==> config.mk <==
export PLATFORM = sky130hd
export DESIGN_NAME = rv32_dmem_bridge_flat
export DESIGN_NICKNAME = d
export VERILOG_FILES = /design/src/rtl/rv32_mem_pkg.sv /design/src/rtl/rv32_dmem_bridge_if.sv /design/src/rtl/rv32_load_align.sv /design/src/rtl/rv32_dmem_bridge.sv /design/src/flat_wrapper.sv
export SDC_FILE = /design/constraint.sdc
export NUM_CORES = 1
export LEC_CHECK = 0
export CAP_MARGIN = 15
export CORE_MARGIN = 1
export CORE_UTILIZATION = 45
export DETAILED_ROUTE_END_ITERATION = 12
export GPL_ROUTABILITY_DRIVEN = 0
export PLACE_DENSITY = 0.91
export SYNTH_ARGS = -nofsm -noshare
export SYNTH_HDL_FRONTEND = slang
export SYNTH_SLANG_ARGS = --single-unit
==> constraint.sdc <==
create_clock -name clk -period 2.3 [get_ports clk]
set_input_delay 0.345 -clock clk [delete_from_list [all_inputs] [get_ports clk]]
set_output_delay 0.345 -clock clk [all_outputs]
set_load 0.05 [all_outputs]
==> src/rtl/rv32_mem_pkg.sv <==
// Shared definitions for the RV32 data-memory path: funct3 codes, bridge FSM
// states and the access legality check.
package rv32_mem_pkg;

    localparam logic [2:0] F3_LB  = 3'b000;
    localparam logic [2:0] F3_LH  = 3'b001;
    localparam logic [2:0] F3_LW  = 3'b010;
    localparam logic [2:0] F3_LBU = 3'b100;
    localparam logic [2:0] F3_LHU = 3'b101;
    localparam logic [2:0] F3_SB  = 3'b000;
    localparam logic [2:0] F3_SH  = 3'b001;
    localparam logic [2:0] F3_SW  = 3'b010;

    typedef enum logic [1:0] {
        ST_IDLE,
        ST_REQ,
        ST_WAIT,
        ST_DONE
    } dmem_state_t;

    // Illegal funct3 encodings are reported as not-ok, same as misalignment.
    function automatic logic access_ok(input logic       is_read,
                                       input logic [2:0] funct3,
                                       input logic [1:0] addr_lo);
        logic ok;
        ok = 1'b0;
        case (funct3)
            F3_LB:   ok = 1'b1;
            F3_LH:   ok = ~addr_lo[0];
            F3_LW:   ok = (addr_lo == 2'b00);
            F3_LBU:  ok = is_read;
            F3_LHU:  ok = is_read & ~addr_lo[0];
            default: ok = 1'b0;
        endcase
        return ok;
    endfunction

endpackage

==> src/rtl/rv32_dmem_bridge_if.sv <==
// Request/grant/rvalid data bus between the bridge (master) and memory (slave).
interface rv32_dmem_bridge_if #(
    parameter int ADDR_W = 32
);
    logic              bus_req;
    logic              bus_we;
    logic [ADDR_W-1:0] bus_addr;
    logic [31:0]       bus_wdata;
    logic [3:0]        bus_wstrb;
    logic              bus_gnt;
    logic              bus_rvalid;
    logic [31:0]       bus_rdata;

    modport master (
        output bus_req, bus_we, bus_addr, bus_wdata, bus_wstrb,
        input  bus_gnt, bus_rvalid, bus_rdata
    );

    modport slave (
        input  bus_req, bus_we, bus_addr, bus_wdata, bus_wstrb,
        output bus_gnt, bus_rvalid, bus_rdata
    );
endinterface

==> src/rtl/rv32_load_align.sv <==
// Combinational load lane select with sign/zero extension for RV32I loads.
module rv32_load_align
    import rv32_mem_pkg::*;
(
    input  logic [31:0] rdata,
    input  logic [1:0]  addr_lo,
    input  logic [2:0]  funct3,
    output logic [31:0] result
);

    logic [7:0]  lanes [4];
    logic [7:0]  byte_sel;
    logic [15:0] half_sel;

    generate
        for (genvar gi = 0; gi < 4; gi++) begin : g_lane
            assign lanes[gi] = rdata[8*gi +: 8];
        end
    endgenerate

    always_comb begin
        byte_sel = lanes[addr_lo];
        half_sel = addr_lo[1] ? rdata[31:16] : rdata[15:0];
        case (funct3)
            F3_LB:   result = {{24{byte_sel[7]}}, byte_sel};
            F3_LH:   result = {{16{half_sel[15]}}, half_sel};
            F3_LBU:  result = {24'h0, byte_sel};
            F3_LHU:  result = {16'h0, half_sel};
            default: result = rdata;
        endcase
    end

endmodule

==> src/rtl/rv32_dmem_bridge.sv <==
// Bridges the core's single-cycle data port onto a req/gnt/rvalid bus,
// stalling the pipeline via busy while a transaction is outstanding.
module rv32_dmem_bridge
    import rv32_mem_pkg::*;
#(
    parameter int unsigned TIMEOUT_CYCLES = 255,
    parameter int          ADDR_W         = 32
) (
    input  logic                clk,
    input  logic                rst_n,
    input  logic                data_enable,
    input  logic                data_read,
    input  logic [2:0]          data_funct3,
    input  logic [31:0]         data_addr,
    input  logic [31:0]         data_store,
    output logic [31:0]         data_fetch,
    output logic                busy,
    output logic                access_err,
    rv32_dmem_bridge_if.master  bus
);

    localparam int                CNT_W   = $clog2(TIMEOUT_CYCLES + 2);
    localparam logic [CNT_W-1:0]  TO_LAST = CNT_W'(TIMEOUT_CYCLES - 1);

    dmem_state_t      state_reg, state_next;
    logic             read_reg;
    logic [2:0]       f3_reg;
    logic [31:0]      addr_reg;
    logic [31:0]      wdata_reg;
    logic [3:0]       wstrb_reg;
    logic             err_reg;
    logic [CNT_W-1:0] cnt_reg;
    logic [31:0]      data_fetch_reg;

    logic [31:0] wdata_enc;
    logic [3:0]  wstrb_enc;
    logic        ok_now;
    logic        timeout_hit;
    logic        load_done;
    logic        timeout_abort;
    logic [31:0] load_result;

    rv32_load_align u_align (
        .rdata   (bus.bus_rdata),
        .addr_lo (addr_reg[1:0]),
        .funct3  (f3_reg),
        .result  (load_result)
    );

    // Store lanes are computed from the live inputs so they can be captured in IDLE.
    always_comb begin
        wdata_enc = data_store;
        wstrb_enc = 4'b1111;
        case (data_funct3[1:0])
            2'b00: begin
                wstrb_enc = 4'b0001 << data_addr[1:0];
                wdata_enc = {4{data_store[7:0]}};
            end
            2'b01: begin
                wstrb_enc = 4'b0011 << data_addr[1:0];
                wdata_enc = {2{data_store[15:0]}};
            end
            default: begin
                wstrb_enc = 4'b1111;
                wdata_enc = data_store;
            end
        endcase
    end

    always_comb begin
        ok_now      = access_ok(data_read, data_funct3, data_addr[1:0]);
        timeout_hit = (TIMEOUT_CYCLES != 0) && (cnt_reg == TO_LAST);
        load_done   = ((state_reg == ST_REQ) && bus.bus_gnt && read_reg && bus.bus_rvalid)
                   || ((state_reg == ST_WAIT) && bus.bus_rvalid);
        // A response arriving in the final cycle wins over the timeout.
        timeout_abort = timeout_hit &&
                        (((state_reg == ST_REQ) && !bus.bus_gnt) ||
                         ((state_reg == ST_WAIT) && !bus.bus_rvalid));
    end

    always_ff @(posedge clk or negedge rst_n) begin
        if (!rst_n) begin
            state_reg <= ST_IDLE;
        end else begin
            state_reg <= state_next;
        end
    end

    always_comb begin
        state_next = state_reg;
        case (state_reg)
            ST_IDLE: begin
                if (data_enable) begin
                    state_next = ok_now ? ST_REQ : ST_DONE;
                end
            end
            ST_REQ: begin
                if (bus.bus_gnt) begin
                    state_next = (!read_reg || bus.bus_rvalid) ? ST_DONE : ST_WAIT;
                end else if (timeout_hit) begin
                    state_next = ST_DONE;
                end
            end
            ST_WAIT: begin
                if (bus.bus_rvalid || timeout_hit) begin
                    state_next = ST_DONE;
                end
            end
            default: state_next = ST_IDLE;
        endcase
    end

    always_ff @(posedge clk or negedge rst_n) begin
        if (!rst_n) begin
            read_reg       <= 1'b0;
            f3_reg         <= 3'b000;
            addr_reg       <= 32'h0;
            wdata_reg      <= 32'h0;
            wstrb_reg      <= 4'b0000;
            err_reg        <= 1'b0;
            cnt_reg        <= '0;
            data_fetch_reg <= 32'h0;
        end else begin
            if ((state_reg == ST_IDLE) && data_enable) begin
                read_reg  <= data_read;
                f3_reg    <= data_funct3;
                addr_reg  <= data_addr;
                wdata_reg <= wdata_enc;
                wstrb_reg <= data_read ? 4'b0000 : wstrb_enc;
                err_reg   <= ~ok_now;
                cnt_reg   <= '0;
            end
            if ((state_reg == ST_REQ) || (state_reg == ST_WAIT)) begin
                cnt_reg <= cnt_reg + 1'b1;
            end
            if (timeout_abort) begin
                err_reg <= 1'b1;
            end
            if (load_done) begin
                data_fetch_reg <= load_result;
            end else if (timeout_abort && read_reg) begin
                data_fetch_reg <= 32'h0;
            end
        end
    end

    // Bus fields are only driven while requesting so the bus idles at zero.
    always_comb begin
        bus.bus_req   = (state_reg == ST_REQ);
        bus.bus_we    = (state_reg == ST_REQ) && !read_reg;
        bus.bus_addr  = (state_reg == ST_REQ) ? {addr_reg[ADDR_W-1:2], 2'b00} : '0;
        bus.bus_wdata = (state_reg == ST_REQ) ? wdata_reg : 32'h0;
        bus.bus_wstrb = (state_reg == ST_REQ) ? wstrb_reg : 4'b0000;
        busy          = rst_n && (((state_reg == ST_IDLE) && data_enable) ||
                                  (state_reg == ST_REQ) || (state_reg == ST_WAIT));
        access_err    = (state_reg == ST_DONE) && err_reg;
        data_fetch    = data_fetch_reg;
    end

endmodule
==> src/flat_wrapper.sv <==
// flat-port wrapper written by rule: the top's interface ports become plain ports
module rv32_dmem_bridge_flat import rv32_mem_pkg::*;
#(
    parameter int unsigned TIMEOUT_CYCLES = 255,
    parameter int          ADDR_W         = 32
)
  (clk, rst_n, data_enable, data_read, data_funct3, data_addr, data_store, data_fetch, busy, access_err, bus_bus_req, bus_bus_we, bus_bus_addr, bus_bus_wdata, bus_bus_wstrb, bus_bus_gnt, bus_bus_rvalid, bus_bus_rdata);
  rv32_dmem_bridge_if #(.ADDR_W(ADDR_W)) bus_i ();
  input  logic clk;
  input  logic rst_n;
  input  logic data_enable;
  input  logic data_read;
  input  logic [2:0] data_funct3;
  input  logic [31:0] data_addr;
  input  logic [31:0] data_store;
  output logic [31:0] data_fetch;
  output logic busy;
  output logic access_err;
  output wire logic [$bits(bus_i.bus_req)-1:0] bus_bus_req;
  output wire logic [$bits(bus_i.bus_we)-1:0] bus_bus_we;
  output wire logic [$bits(bus_i.bus_addr)-1:0] bus_bus_addr;
  output wire logic [$bits(bus_i.bus_wdata)-1:0] bus_bus_wdata;
  output wire logic [$bits(bus_i.bus_wstrb)-1:0] bus_bus_wstrb;
  input wire logic [$bits(bus_i.bus_gnt)-1:0] bus_bus_gnt;
  input wire logic [$bits(bus_i.bus_rvalid)-1:0] bus_bus_rvalid;
  input wire logic [$bits(bus_i.bus_rdata)-1:0] bus_bus_rdata;
  assign bus_bus_req = bus_i.bus_req;
  assign bus_bus_we = bus_i.bus_we;
  assign bus_bus_addr = bus_i.bus_addr;
  assign bus_bus_wdata = bus_i.bus_wdata;
  assign bus_bus_wstrb = bus_i.bus_wstrb;
  assign bus_i.bus_gnt = bus_bus_gnt;
  assign bus_i.bus_rvalid = bus_bus_rvalid;
  assign bus_i.bus_rdata = bus_bus_rdata;
  rv32_dmem_bridge #(.TIMEOUT_CYCLES(TIMEOUT_CYCLES), .ADDR_W(ADDR_W)) u_core (.clk(clk), .rst_n(rst_n), .data_enable(data_enable), .data_read(data_read), .data_funct3(data_funct3), .data_addr(data_addr), .data_store(data_store), .data_fetch(data_fetch), .busy(busy), .access_err(access_err), .bus(bus_i));
endmodule
==> out/summary.txt <==
Outcome - finished with violations
Violated checks - hold timing
CTS Hold Bufs - 0
Sequential area share after synthesis - 0.495
Peak supply drop - 0.766 mV
Period utilization - 0.963
DRT Wirelength - 17300 um
Yosys reg bits - 116
Placed Instances - 903
Switching share of power - 0.425
Area contributors post-synth - dfrtp_1 (49%), mux2_2 (11%), and2_1 (7.5%)
Worst-Margin Slew - 0.962 ns
Minimum clock period - 2.21 ns
Core area - 12700 um2
Stages on worst setup path - 5
Post-synth ARST share - 1.00
Synth unique cells - 49
Leak - 0.00410 uW
Crit path required time - 1.96 ns
Final hold slack - -0.00235 ns
Internal power - 8270 uW
Largest net degree at the start of global routing - 117
Sequential share of power - 0.257
Die Ht - 116 um
Rel. slew slack - 0.359
Hold Path Class - input pin to async pin
Worst Skew - 0.00641 ns
Worst path cell trace - inv_1 > ha_1 > and2_1 > o31a_1 > buf_12
# Max-Cap Violations - 0
Number of setup violations in the final report - 0
Synth warn - 0
WL/cell - 18.5 um
Clock buffer count from CTS - 17
Antenna Violating Nets Remaining - 0
Crit-path leading delay family - flip-flops
Avg Cell Area, Syn - 10.8 um2
Mapped Cells - 545
Synth Flop Type - dfrtp_1
Largest fanout on the critical path - 5
Syn Std Cell Area - 5870 um2
R2r endpoint - u_core.data_fetch[28]
Crit end category - primary output
R2r setup slk - 0.18 ns
Worst Reg-to-Reg Cells - 4
Dpl hpwl - 12500 um
Via count - 5180
Clk Latency, worst-skew pair - 0.42 ns
H-tree lvl count - 4
FMAX - 0.452 GHz
Area leader, netlist - dfrtp_1
Detailed-route DRC error count - 0
CTS tree - built
Initial Util - 0.463
Largest stage delay on the critical path - 0.43 ns
Pwr dens - 1520 nW/um2
Net switching power figure - 6110 uW
Worst setup path end - busy
Gr usage total - 0.264
Root Driver - clkbuf_16
Area Overhead vs Synth - 60.9%
First-pass GRT wire length - 27100 um
Tot Pwr - 14400 uW
Nets - 862
Critical path launch point type - flop
RSZ-0062 raised after global routing - false
Crit path DAT - 1.87 ns
Initial antenna violation count - 0
Gr ovfl total - 0
Post-CTS Setup Inserts - 0
Ant. Diodes - 0
Critical path class - flop to primary output
Worst Path Buf+Inv - 2
Share of layout cells above drive strength 1 - 0.260
CTS sink count - 116
Vias/cell - 5.54
Die Area - 13500 um2
Clock tree buffer depth - 2
Fin. max-slew vios - 0
Row cnt - 41
Drt first pass iters - 5
1st-iter DRT viols - 369
Number of global-route vias before repair - 5352
Final non-filler cell total - 935
R2r startpoint - u_core.f3_reg[0]
Fillers - 805
Clock-pin slew on the worst setup and hold paths - 0.05 ns
Logic gate share of total power - 0.569
Synth top area share - 0.495
I/O pin count - 209
Fin. Hold Viols - 3
CP max stage cell - dfrtp_1
Port bufs - 206
Crit. Startpoint - u_core.state_reg[0]
Post-synth EDFFs - 0
Clk pwr share - 0.175
Die width - 116 um
==> power groups by stage <==
stage / combinational (uW) / sequential [uW] / clock [uW]
floorplan: 3990 / 4320 / 0
global placement: 7900 / 3600 / 0
detailed placement: 8130 / 3680 / 0
CTS: 8190 / 3680 / 2550
global route: 8600 / 3800 / 2650
finish: 8180 / 3690 / 2510
==> cells in the final DEF (no fill, tap or decap), types with 2 or more instances in the layout <==
cell type,netlist,routed
clkdlybuf4s50_1,0,135
dfrtp_1,116,116
buf_12,0,74
and2_1,70,70
mux2_2,56,56
nand2_1,54,53
o21ai_0,34,34
mux2i_1,25,25
inv_1,17,17
nor2_1,17,17
clkbuf_16,0,17
buf_4,2,12
a21oi_1,11,11
a221o_2,10,10
a221oi_1,9,9
a21o_1,9,9
o221ai_1,9,9
or2_2,7,7
o2bb2ai_1,7,7
a221o_1,6,6
ha_1,7,6
clkinv_2,0,6
o22ai_1,5,5
clkbuf_8,0,5
nand3_1,4,4
nand4_1,3,3
nor2b_1,3,3
xnor2_1,3,3
o311ai_0,2,2
o31ai_1,2,2
conb_1,1,2
==> final cells by class <==
type | instances | area, um2 | area share
clock buffers | 23 | 498 | 0.0528
clock inverters | 9 | 76.3 | 0.00809
flip-flops and latches | 116 | 2900 | 0.308
inverters | 18 | 67.6 | 0.00716
multi-input cells | 375 | 2750 | 0.291
repair buffers | 222 | 2930 | 0.311
well taps | 172 | 215 | 0.0228
==> synthesized netlist by cell type, drive strengths merged, types with 7 or more instances <==
| cell type | count |
|---|---|
| and2 | 70 |
| dfrtp | 116 |
| clkbuf | 26 |
| inv | 17 |
| a221o | 16 |
| nand2 | 54 |
| mux2i | 25 |
| o2bb2ai | 7 |
| mux2 | 56 |
| ha | 7 |
| buf | 11 |
| or2 | 7 |
| a21oi | 11 |
| nor2 | 18 |
| a21o | 9 |
| a221oi | 10 |
| o21ai | 35 |
| o221ai | 9 |
==> routing by layer <==
metal / part of all wire / up-vias / routed length (um) / GRT usage
met4: 0.027 / 0 / 461 / 0.121
met3: 0.086 / 41 / 1490 / 0.0929
met1: 0.36 / 2538 / 6290 / 0.288
li1: - / 2338 / - / -
met5: 0 / - / 0 / 0
met2: 0.52 / 263 / 9020 / 0.462
==> cells by family (layout without fill, tap and decap cells) <==
logic type | Yosys count | after routing | share of synthesized area
xor+xnor | 4 | 4 | 0.00597
fa+ha+maj | 7 | 7 | 0.0149
simple gates | 167 | 167 | 0.148
other cells | 1 | 2 | 0.000639
flops | 116 | 116 | 0.495
mux | 81 | 81 | 0.150
compound gates | 114 | 114 | 0.145
buf+inv | 55 | 272 | 0.0395
==> what timing repair did <==
item	in CTS	in global routing
endpoints found under the hold margin	0	0
endpoints found under the setup margin	68	61
resized for setup	3	1
==> through the flow <==
step / cell area, um2 / setup TNS [ns] / util / setup WS, ns
global route: 9440 / 0 / 0.745 / 0.00665
finish: 9440 / 0 / 0.745 / 0.0852
global placement: 8850 / 0 / 0.699 / 0.0807
CTS: 9430 / 0 / 0.744 / 0.0296
floorplan: 5870 / 0 / - / 0.0843
detailed placement: 8850 / -0.0876 / 0.699 / -0.0238
==> worst min path at each step <==
stage                              from             endpoint  cells after the start  slack (ns)
finish                            rst_n     u_core.f3_reg[2]                      2      -0.002
global route                      rst_n  u_core.wdata_reg[4]                      2        0.09
CTS                               rst_n  u_core.wdata_reg[8]                      2        0.06
detailed placement  u_core.wstrb_reg[1]  u_core.wstrb_reg[1]                      2        0.46
global placement    u_core.wstrb_reg[0]  u_core.wstrb_reg[0]                      2        0.45
floorplan                         rst_n   u_core.addr_reg[0]                      0        0.05
(Power assumes the default switching activity.)
